--- config.mk ---
export PLATFORM = sky130hd
export DESIGN_NAME = uivtc_pip_mixer_flat
export DESIGN_NICKNAME = d
export VERILOG_FILES = /design/src/rtl/uivtc_pkg.sv /design/src/rtl/uivtc_pip_mixer_if.sv /design/src/rtl/uivtc_edge_det.sv /design/src/rtl/uivtc_pip_mixer.sv /design/src/flat_wrapper.sv
export SDC_FILE = /design/constraint.sdc
export NUM_CORES = 1
export LEC_CHECK = 0
export ABC_AREA = 0
export BUFFER_PORTS_ARGS = -buffer_cell sky130_fd_sc_hd__buf_2
export CORE_ASPECT_RATIO = 1.1
export CORE_MARGIN = 3
export CORE_UTILIZATION = 49
export DETAILED_ROUTE_END_ITERATION = 8
export GPL_ROUTABILITY_DRIVEN = 1
export GPL_TIMING_DRIVEN = 1
export PLACE_DENSITY = 0.9
export SYNTH_ARGS = -nofsm -noshare
export SYNTH_HDL_FRONTEND = slang
export SYNTH_SLANG_ARGS = --single-unit
--- constraint.sdc ---
create_clock -name I_mix_clk -period 2.1 [get_ports I_mix_clk]
set_input_delay 0.105 -clock I_mix_clk [delete_from_list [all_inputs] [get_ports I_mix_clk]]
set_output_delay 0.105 -clock I_mix_clk [all_outputs]
set_load 0.01 [all_outputs]
--- src/rtl/uivtc_pkg.sv ---
// Shared definitions for the PiP mixer slice.
//   mix_state_t  : mixer frame-tracking states (IDLE after reset, SYNC while vs
//                  is high, RUN once a full vs pulse has been seen)
//   PIX_W_DEF    : default RGB pixel width
//   sat_inc16    : saturating 16-bit increment for the statistics counters
package uivtc_pkg;

  typedef enum logic [1:0] {
    ST_IDLE = 2'd0,
    ST_SYNC = 2'd1,
    ST_RUN  = 2'd2
  } mix_state_t;

  localparam int          PIX_W_DEF  = 24;
  localparam logic [15:0] UF_CNT_MAX = 16'hFFFF;

  function automatic logic [15:0] sat_inc16(input logic [15:0] v);
    return (v == UF_CNT_MAX) ? v : v + 16'd1;
  endfunction

endpackage

--- src/rtl/uivtc_pip_mixer_if.sv ---
// Window pixel FIFO read port.
//   O_fifo_rd    : read strobe from the mixer, data valid one cycle later
//   I_fifo_data  : FIFO read data
//   I_fifo_empty : FIFO has no data
// master = mixer side (issues reads), slave = FIFO side.
interface uivtc_pip_mixer_if
  import uivtc_pkg::*;
#(
  parameter int PIX_W = PIX_W_DEF
);
  logic             O_fifo_rd;
  logic [PIX_W-1:0] I_fifo_data;
  logic             I_fifo_empty;

  modport master (output O_fifo_rd, input I_fifo_data, input I_fifo_empty);
  modport slave  (input O_fifo_rd, output I_fifo_data, output I_fifo_empty);
endinterface

--- src/rtl/uivtc_edge_det.sv ---
// Single-bit rise/fall detector.
//   clk, rst : clock, asynchronous active-high reset
//   din      : level to watch
//   rise     : din is 1 now and was 0 last cycle
//   fall     : din is 0 now and was 1 last cycle
// RST_VAL is the assumed previous level after reset; setting it to 1 means a
// level that is already high when reset releases is not reported as a rise.
module uivtc_edge_det
  import uivtc_pkg::*;
#(
  parameter logic RST_VAL = 1'b0
) (
  input  logic clk,
  input  logic rst,
  input  logic din,
  output logic rise,
  output logic fall
);

  logic din_d;

  always_ff @(posedge clk or posedge rst) begin
    if (rst) din_d <= RST_VAL;
    else     din_d <= din;
  end

  assign rise = din & ~din_d;
  assign fall = ~din & din_d;

endmodule

--- src/rtl/uivtc_pip_mixer.sv ---
// Picture-in-picture mixer: overlays window pixels read from a FIFO onto a
// background colour, with an optional 1-pixel border, 2-cycle video latency.
//   I_mix_clk, I_mix_rst          : pixel clock, async active-high reset
//   I_vtc_vs/hs/de, I_win_de      : timing and window enable from the generator
//   I_bg_rgb, I_border_rgb        : background / border colours
//   I_border_en                   : enable the window border
//   fifo (master)                 : window FIFO read port
//   O_frame_start                 : one-cycle pulse after each vs rising edge
//   O_vs/hs/de, O_rgb             : mixed video, 2 cycles after the inputs
//   O_uf_cnt, O_uf_sticky         : FIFO underflow statistics
//   I_clr_err                     : synchronous clear of the statistics
module uivtc_pip_mixer
  import uivtc_pkg::*;
#(
  parameter int WIN_V = 480,
  parameter int PIX_W = PIX_W_DEF
) (
  input  logic             I_mix_clk,
  input  logic             I_mix_rst,
  input  logic             I_vtc_vs,
  input  logic             I_vtc_hs,
  input  logic             I_vtc_de,
  input  logic             I_win_de,
  input  logic [PIX_W-1:0] I_bg_rgb,
  input  logic [PIX_W-1:0] I_border_rgb,
  input  logic             I_border_en,
  uivtc_pip_mixer_if.master fifo,
  output logic             O_frame_start,
  output logic             O_vs,
  output logic             O_hs,
  output logic             O_de,
  output logic [PIX_W-1:0] O_rgb,
  output logic [15:0]      O_uf_cnt,
  output logic             O_uf_sticky,
  input  logic             I_clr_err
);

  localparam int                LINE_W    = (WIN_V > 1) ? $clog2(WIN_V) : 1;
  localparam logic [LINE_W-1:0] LAST_LINE = LINE_W'(WIN_V - 1);

  function automatic logic [PIX_W-1:0] mix_pix(
    input logic             de,
    input logic             rd,
    input logic             border,
    input logic [PIX_W-1:0] fifo_px,
    input logic [PIX_W-1:0] bg,
    input logic [PIX_W-1:0] brd
  );
    if (!de)    return '0;
    if (!rd)    return bg;
    if (border) return brd;
    return fifo_px;
  endfunction

  mix_state_t        state, state_nxt;
  logic              vs_rise, vs_fall, win_rise, win_fall;
  logic              run, rd_s, uf_s;
  logic [LINE_W-1:0] line_cnt;

  logic              vs_p1, hs_p1, de_p1, win_p1, first_p1, rd_p1, fs_p1;
  logic              vs_p2, hs_p2, de_p2;
  logic [PIX_W-1:0]  rgb_p2;
  logic              border_p1;
  logic [15:0]       uf_cnt;
  logic              uf_sticky;

  uivtc_edge_det #(.RST_VAL(1'b1)) u_vs_edge (
    .clk(I_mix_clk), .rst(I_mix_rst), .din(I_vtc_vs), .rise(vs_rise), .fall(vs_fall)
  );

  uivtc_edge_det #(.RST_VAL(1'b0)) u_win_edge (
    .clk(I_mix_clk), .rst(I_mix_rst), .din(I_win_de), .rise(win_rise), .fall(win_fall)
  );

  always_ff @(posedge I_mix_clk or posedge I_mix_rst) begin
    if (I_mix_rst) state <= ST_IDLE;
    else           state <= state_nxt;
  end

  // A vs rise always restarts the frame, even mid-window; reads resume only
  // after the matching vs fall.
  always_comb begin
    state_nxt = state;
    case (state)
      ST_IDLE: if (vs_rise) state_nxt = ST_SYNC;
      ST_SYNC: if (vs_fall) state_nxt = ST_RUN;
      ST_RUN:  if (vs_rise) state_nxt = ST_SYNC;
      default: state_nxt = ST_IDLE;
    endcase
  end

  // ---- stage 0: read request / underflow decision on live inputs ----
  assign run            = (state == ST_RUN);
  assign rd_s           = I_win_de & I_vtc_de & ~fifo.I_fifo_empty & run;
  assign uf_s           = I_win_de & I_vtc_de & fifo.I_fifo_empty & run;
  assign fifo.O_fifo_rd = rd_s;

  // Window line index; held at zero outside RUN so a restarted frame cannot
  // carry a stale count from an interrupted line.
  always_ff @(posedge I_mix_clk or posedge I_mix_rst) begin
    if (I_mix_rst)                    line_cnt <= '0;
    else if (O_frame_start || !run)   line_cnt <= '0;
    else if (win_fall && line_cnt != LAST_LINE)
                                      line_cnt <= line_cnt + LINE_W'(1);
  end

  always_ff @(posedge I_mix_clk or posedge I_mix_rst) begin
    if (I_mix_rst) begin
      uf_cnt    <= '0;
      uf_sticky <= 1'b0;
    end else if (I_clr_err) begin
      uf_cnt    <= '0;
      uf_sticky <= 1'b0;
    end else if (uf_s) begin
      uf_cnt    <= sat_inc16(uf_cnt);
      uf_sticky <= 1'b1;
    end
  end

  always_ff @(posedge I_mix_clk or posedge I_mix_rst) begin
    if (I_mix_rst) begin
      vs_p1 <= 1'b0; hs_p1 <= 1'b0; de_p1 <= 1'b0; win_p1 <= 1'b0;
      first_p1 <= 1'b0; rd_p1 <= 1'b0; fs_p1 <= 1'b0;
    end else begin
      vs_p1    <= I_vtc_vs;
      hs_p1    <= I_vtc_hs;
      de_p1    <= I_vtc_de;
      win_p1   <= I_win_de;
      first_p1 <= win_rise;
      rd_p1    <= rd_s;
      fs_p1    <= vs_rise;
    end
  end

  // ---- stage 1: FIFO data arrives; border decision and pixel select ----
  // The last window pixel is recognised when the window enable has already
  // dropped at stage 0 while stage 1 still holds a window pixel.
  assign border_p1 = I_border_en &
                     (first_p1 | (win_p1 & ~I_win_de) |
                      (line_cnt == '0) | (line_cnt == LAST_LINE));

  always_ff @(posedge I_mix_clk or posedge I_mix_rst) begin
    if (I_mix_rst) begin
      vs_p2 <= 1'b0; hs_p2 <= 1'b0; de_p2 <= 1'b0; rgb_p2 <= '0;
    end else begin
      vs_p2  <= vs_p1;
      hs_p2  <= hs_p1;
      de_p2  <= de_p1;
      rgb_p2 <= mix_pix(de_p1, rd_p1, border_p1, fifo.I_fifo_data, I_bg_rgb, I_border_rgb);
    end
  end

  // ---- stage 2: registered outputs ----
  assign O_vs          = vs_p2;
  assign O_hs          = hs_p2;
  assign O_de          = de_p2;
  assign O_rgb         = rgb_p2;
  assign O_frame_start = fs_p1;
  assign O_uf_cnt      = uf_cnt;
  assign O_uf_sticky   = uf_sticky;

endmodule

--- src/flat_wrapper.sv ---
// flat-port wrapper written by rule: the top's interface ports become plain ports
module uivtc_pip_mixer_flat import uivtc_pkg::*;
#(
  parameter int WIN_V = 480,
  parameter int PIX_W = PIX_W_DEF
)
  (I_mix_clk, I_mix_rst, I_vtc_vs, I_vtc_hs, I_vtc_de, I_win_de, I_bg_rgb, I_border_rgb, I_border_en, O_frame_start, O_vs, O_hs, O_de, O_rgb, O_uf_cnt, O_uf_sticky, I_clr_err, fifo_O_fifo_rd, fifo_I_fifo_data, fifo_I_fifo_empty);
  uivtc_pip_mixer_if #(.PIX_W(PIX_W)) fifo_i ();
  input  logic I_mix_clk;
  input  logic I_mix_rst;
  input  logic I_vtc_vs;
  input  logic I_vtc_hs;
  input  logic I_vtc_de;
  input  logic I_win_de;
  input  logic [PIX_W-1:0] I_bg_rgb;
  input  logic [PIX_W-1:0] I_border_rgb;
  input  logic I_border_en;
  output logic O_frame_start;
  output logic O_vs;
  output logic O_hs;
  output logic O_de;
  output logic [PIX_W-1:0] O_rgb;
  output logic [15:0] O_uf_cnt;
  output logic O_uf_sticky;
  input  logic I_clr_err;
  output wire logic [$bits(fifo_i.O_fifo_rd)-1:0] fifo_O_fifo_rd;
  input wire logic [$bits(fifo_i.I_fifo_data)-1:0] fifo_I_fifo_data;
  input wire logic [$bits(fifo_i.I_fifo_empty)-1:0] fifo_I_fifo_empty;
  assign fifo_O_fifo_rd = fifo_i.O_fifo_rd;
  assign fifo_i.I_fifo_data = fifo_I_fifo_data;
  assign fifo_i.I_fifo_empty = fifo_I_fifo_empty;
  uivtc_pip_mixer #(.WIN_V(WIN_V), .PIX_W(PIX_W)) u_core (.I_mix_clk(I_mix_clk), .I_mix_rst(I_mix_rst), .I_vtc_vs(I_vtc_vs), .I_vtc_hs(I_vtc_hs), .I_vtc_de(I_vtc_de), .I_win_de(I_win_de), .I_bg_rgb(I_bg_rgb), .I_border_rgb(I_border_rgb), .I_border_en(I_border_en), .fifo(fifo_i), .O_frame_start(O_frame_start), .O_vs(O_vs), .O_hs(O_hs), .O_de(O_de), .O_rgb(O_rgb), .O_uf_cnt(O_uf_cnt), .O_uf_sticky(O_uf_sticky), .I_clr_err(I_clr_err));
endmodule
==> impl_metrics.yaml <==
clock_network:
  tritoncts: "done"
  cts_max_path_buffers: 2
  clock_sinks: 63
  cts.reportedPaths.clkPinSlew_ns: 0.07
  post_cts_resized: 0
  cts_buffers: 9
  insertion_delay_ns: 0.34
  cts_root_buffer: "clkbuf_8"
  cts_max_level: 3
floorplan:
  row_count: 31
  dieArea_um2: 7900
  die_h_um: 92.9
  core_um2: 6630
  ios: 127
  start_util_pct: 50.8
  die_w_um: 85.0
flow_run:
  maxCapViolations: 0
finish:
  area_growth_syn_to_layout_pct: 30.3
  mostFrequentLayoutCell: "buf_2"
  mostFrequentLayoutCells: "buf_2 (126), dfrtp_1 (62), nor2_1 (45)"
  drive_above_1_share_pct: 33.3
  nFillCells: 537
  final_nets: 559
timing:
  setup_slack_ns: 0.111
  setup_viol: 0
  finalHoldViolCount: 0
  worstMarginPinSlew_ns: 0.564
  setup-tns-final_ns: 0
  post-route-period-util_pct: 94.7
  fmax_mhz: 503
  slew_violations: 0
  layout_min_cycle_time_ns: 1.99
  max_slew_margin_pct: 62.3
  fin_skew_ns: 0.00626
yosys:
  yosys_most_used_dff: "dfrtp_1"
  yosysUniqueCellTypes: 49
  yosys.area.top_type: "dfrtp_1"
  syn_avg_cell_area_um2: 9.79
  syn-instance-count: 344
  async_reset_ff_share_pct: 100
  synth_area_um2: 3370
  yosys_warnings: 0
  synth_top_area_share_pct: 46.1
  ys_seq_area_share_pct: 46.9
  synth_area_leaders: "dfrtp_1 (46%), and4b_1 (7.7%), a211oi_1 (6.0%)"
  synth_nets: 428
  synth_edf_count: 0
  ys_seq_elements: 63
routing:
  viasPerCell: 6.18
  wl_per_cell_um: 18.1
  drtAntennaViolNets: 0
  drt-total-wl_mm: 10.2
  first_iter_violations: 286
  drc_errors: 0
  dr.pass1.iters: 5
  routed-via-count: 3481
pwr:
  leakagePower_nw: 2.10
  ir_drop_v: 0.000466
  power_density_nw_per_um2: 623
global_routing:
  grt_start_max_net_pins: 47
  grt_pass1_wl_mm: 15.9
  grt_overflow: 0
  grt_antenna_before_repair: 3
  grt_usage_pct: 25.3
  grt_pass1_vias: 3310
setup_path:
  endpoint_kind: "flip-flop"
  setup.worst_path.start_class: "flip-flop"
  worstSetupPathType: "flip-flop to flip-flop"
  arrival_ns: 2.26
  required_ns: 2.37
  worstPathMaxFanout: 7
placed_design:
  dp_slack_ns: 0.131
  io_buffer_count: 126
  gp_congestion: 0.974
  dp_hpwl_mm: 7.22
hold_path:
  worstHoldPathType: "primary input to flip-flop"
outcome:
  status: "finished clean"
## cell type report
class                           instances  area (um2)  share of cell area (%)
Antenna cell                            1        2.50                  0.0570
Clock buffer                           13         169                    3.85
Clock inverter                          3        40.0                   0.913
Inverter                                7        26.3                   0.599
Multi-Input combinational cell        248        1660                    37.9
Sequential cell                        63        1580                    36.0
Tap cell                               82         103                    2.34
Timing Repair Buffer                  146         806                    18.4
## worst max-delay path, cell delays in order (launching register included)
cell and delay (ns):
dfrtp_1 0.45, ha_1 0.27, nand2_1 0.09, or4_1 0.44
buf_4 0.18, or3_1 0.34, a21oi_1 0.14
## metal layers
metal  share of wire, %  GRT usage [%]
met1                 40           32.5
met2                 48           39.6
met3                 11           8.72
met4                1.6           8.71
met5               0.21              0
## final timing paths
kind / startpoint / end / slack, ns / cells after the start
worst max-delay path: u_core.O_uf_cnt[0] / u_core.O_uf_cnt[8] / 0.11 / 6
worst min-delay path: I_border_rgb[15] / u_core.O_rgb[15] / 0.06 / 3
worst max register to register: u_core.O_uf_cnt[0] / u_core.O_uf_cnt[8] / 0.11 / 6
worst min register to register: u_core.hs_p1 / u_core.O_hs / 0.35 / 0
max in group asynchronous: I_mix_rst / u_core.u_vs_edge.din_d / 1.15 / 4
min in group asynchronous: I_mix_rst / u_core.O_uf_cnt[7] / 0.31 / 3
## report_power, final
group / switching (mW) / internal [mW]
combinational: 0.183 / 0.153
clock: 0.465 / 0.642
sequential: 0.0268 / 1.26
## state kept, by name (all words and copies together) (netlist names)
signal and cells:
u_core.O_de 1, u_core.O_frame_start 1, u_core.O_hs 1, u_core.O_rgb 24, u_core.O_uf_cnt 16, u_core.O_uf_sticky 1
u_core.O_vs 1, u_core.de_p1 1, u_core.first_p1 1, u_core.hs_p1 1, u_core.line_cnt 9, u_core.rd_p1 1
u_core.state 2, u_core.u_vs_edge.din_d 1, u_core.vs_p1 1, u_core.win_p1 1
## metrics by stage
stage	hold WS (ns)	util [%]	instances	area, um2	total power, mW
5_1_grt	0.0464	66.1	563	4390	2.85
6_report	0.0583	66.1	563	4390	2.73
4_1_cts	0.0501	66.1	562	4380	2.75
3_5_place_dp	0.131	62.2	541	4130	1.64
2_1_floorplan	0.109	-	344	3370	1.47
3_3_place_gp	0.124	62.2	541	4130	1.63
## Yosys cell counts (4+ instances only)
| library cell | count |
|---|---|
| a211oi_1 | 27 |
| a21oi_1 | 10 |
| a31oi_1 | 8 |
| and3_1 | 4 |
| and4b_1 | 26 |
| clkbuf_1 | 22 |
| dfrtp_1 | 62 |
| inv_1 | 7 |
| nand2_1 | 16 |
| nand2b_1 | 6 |
| nand3_1 | 9 |
| nand4_1 | 5 |
| nand4b_1 | 4 |
| nor2_1 | 45 |
| nor3_1 | 6 |
| o21ai_0 | 5 |
| o221ai_1 | 23 |
| o31ai_1 | 4 |
| or4_1 | 6 |
| xnor2_1 | 5 |
## kinds of logic after synthesis
| group | after synthesis | synth area share (%) |
|---|---|---|
| AND/OR/NAND/NOR | 145 | 25.7 |
| multiplexers | 2 | 0.632 |
| XOR/XNOR | 6 | 1.56 |
| AO/OA/AOI/OAI | 92 | 20.4 |
| adder cells (fa/ha/maj) | 3 | 1.11 |
| flip-flops | 63 | 46.9 |
| buffers and inverters | 33 | 3.75 |
## what timing repair did
action | in CTS | in global routing
buffers inserted | 0 | 0
endpoints found under the hold margin | 22 | 0
hold buffers | 5 | 0
Power figures use the tool's default switching activity.
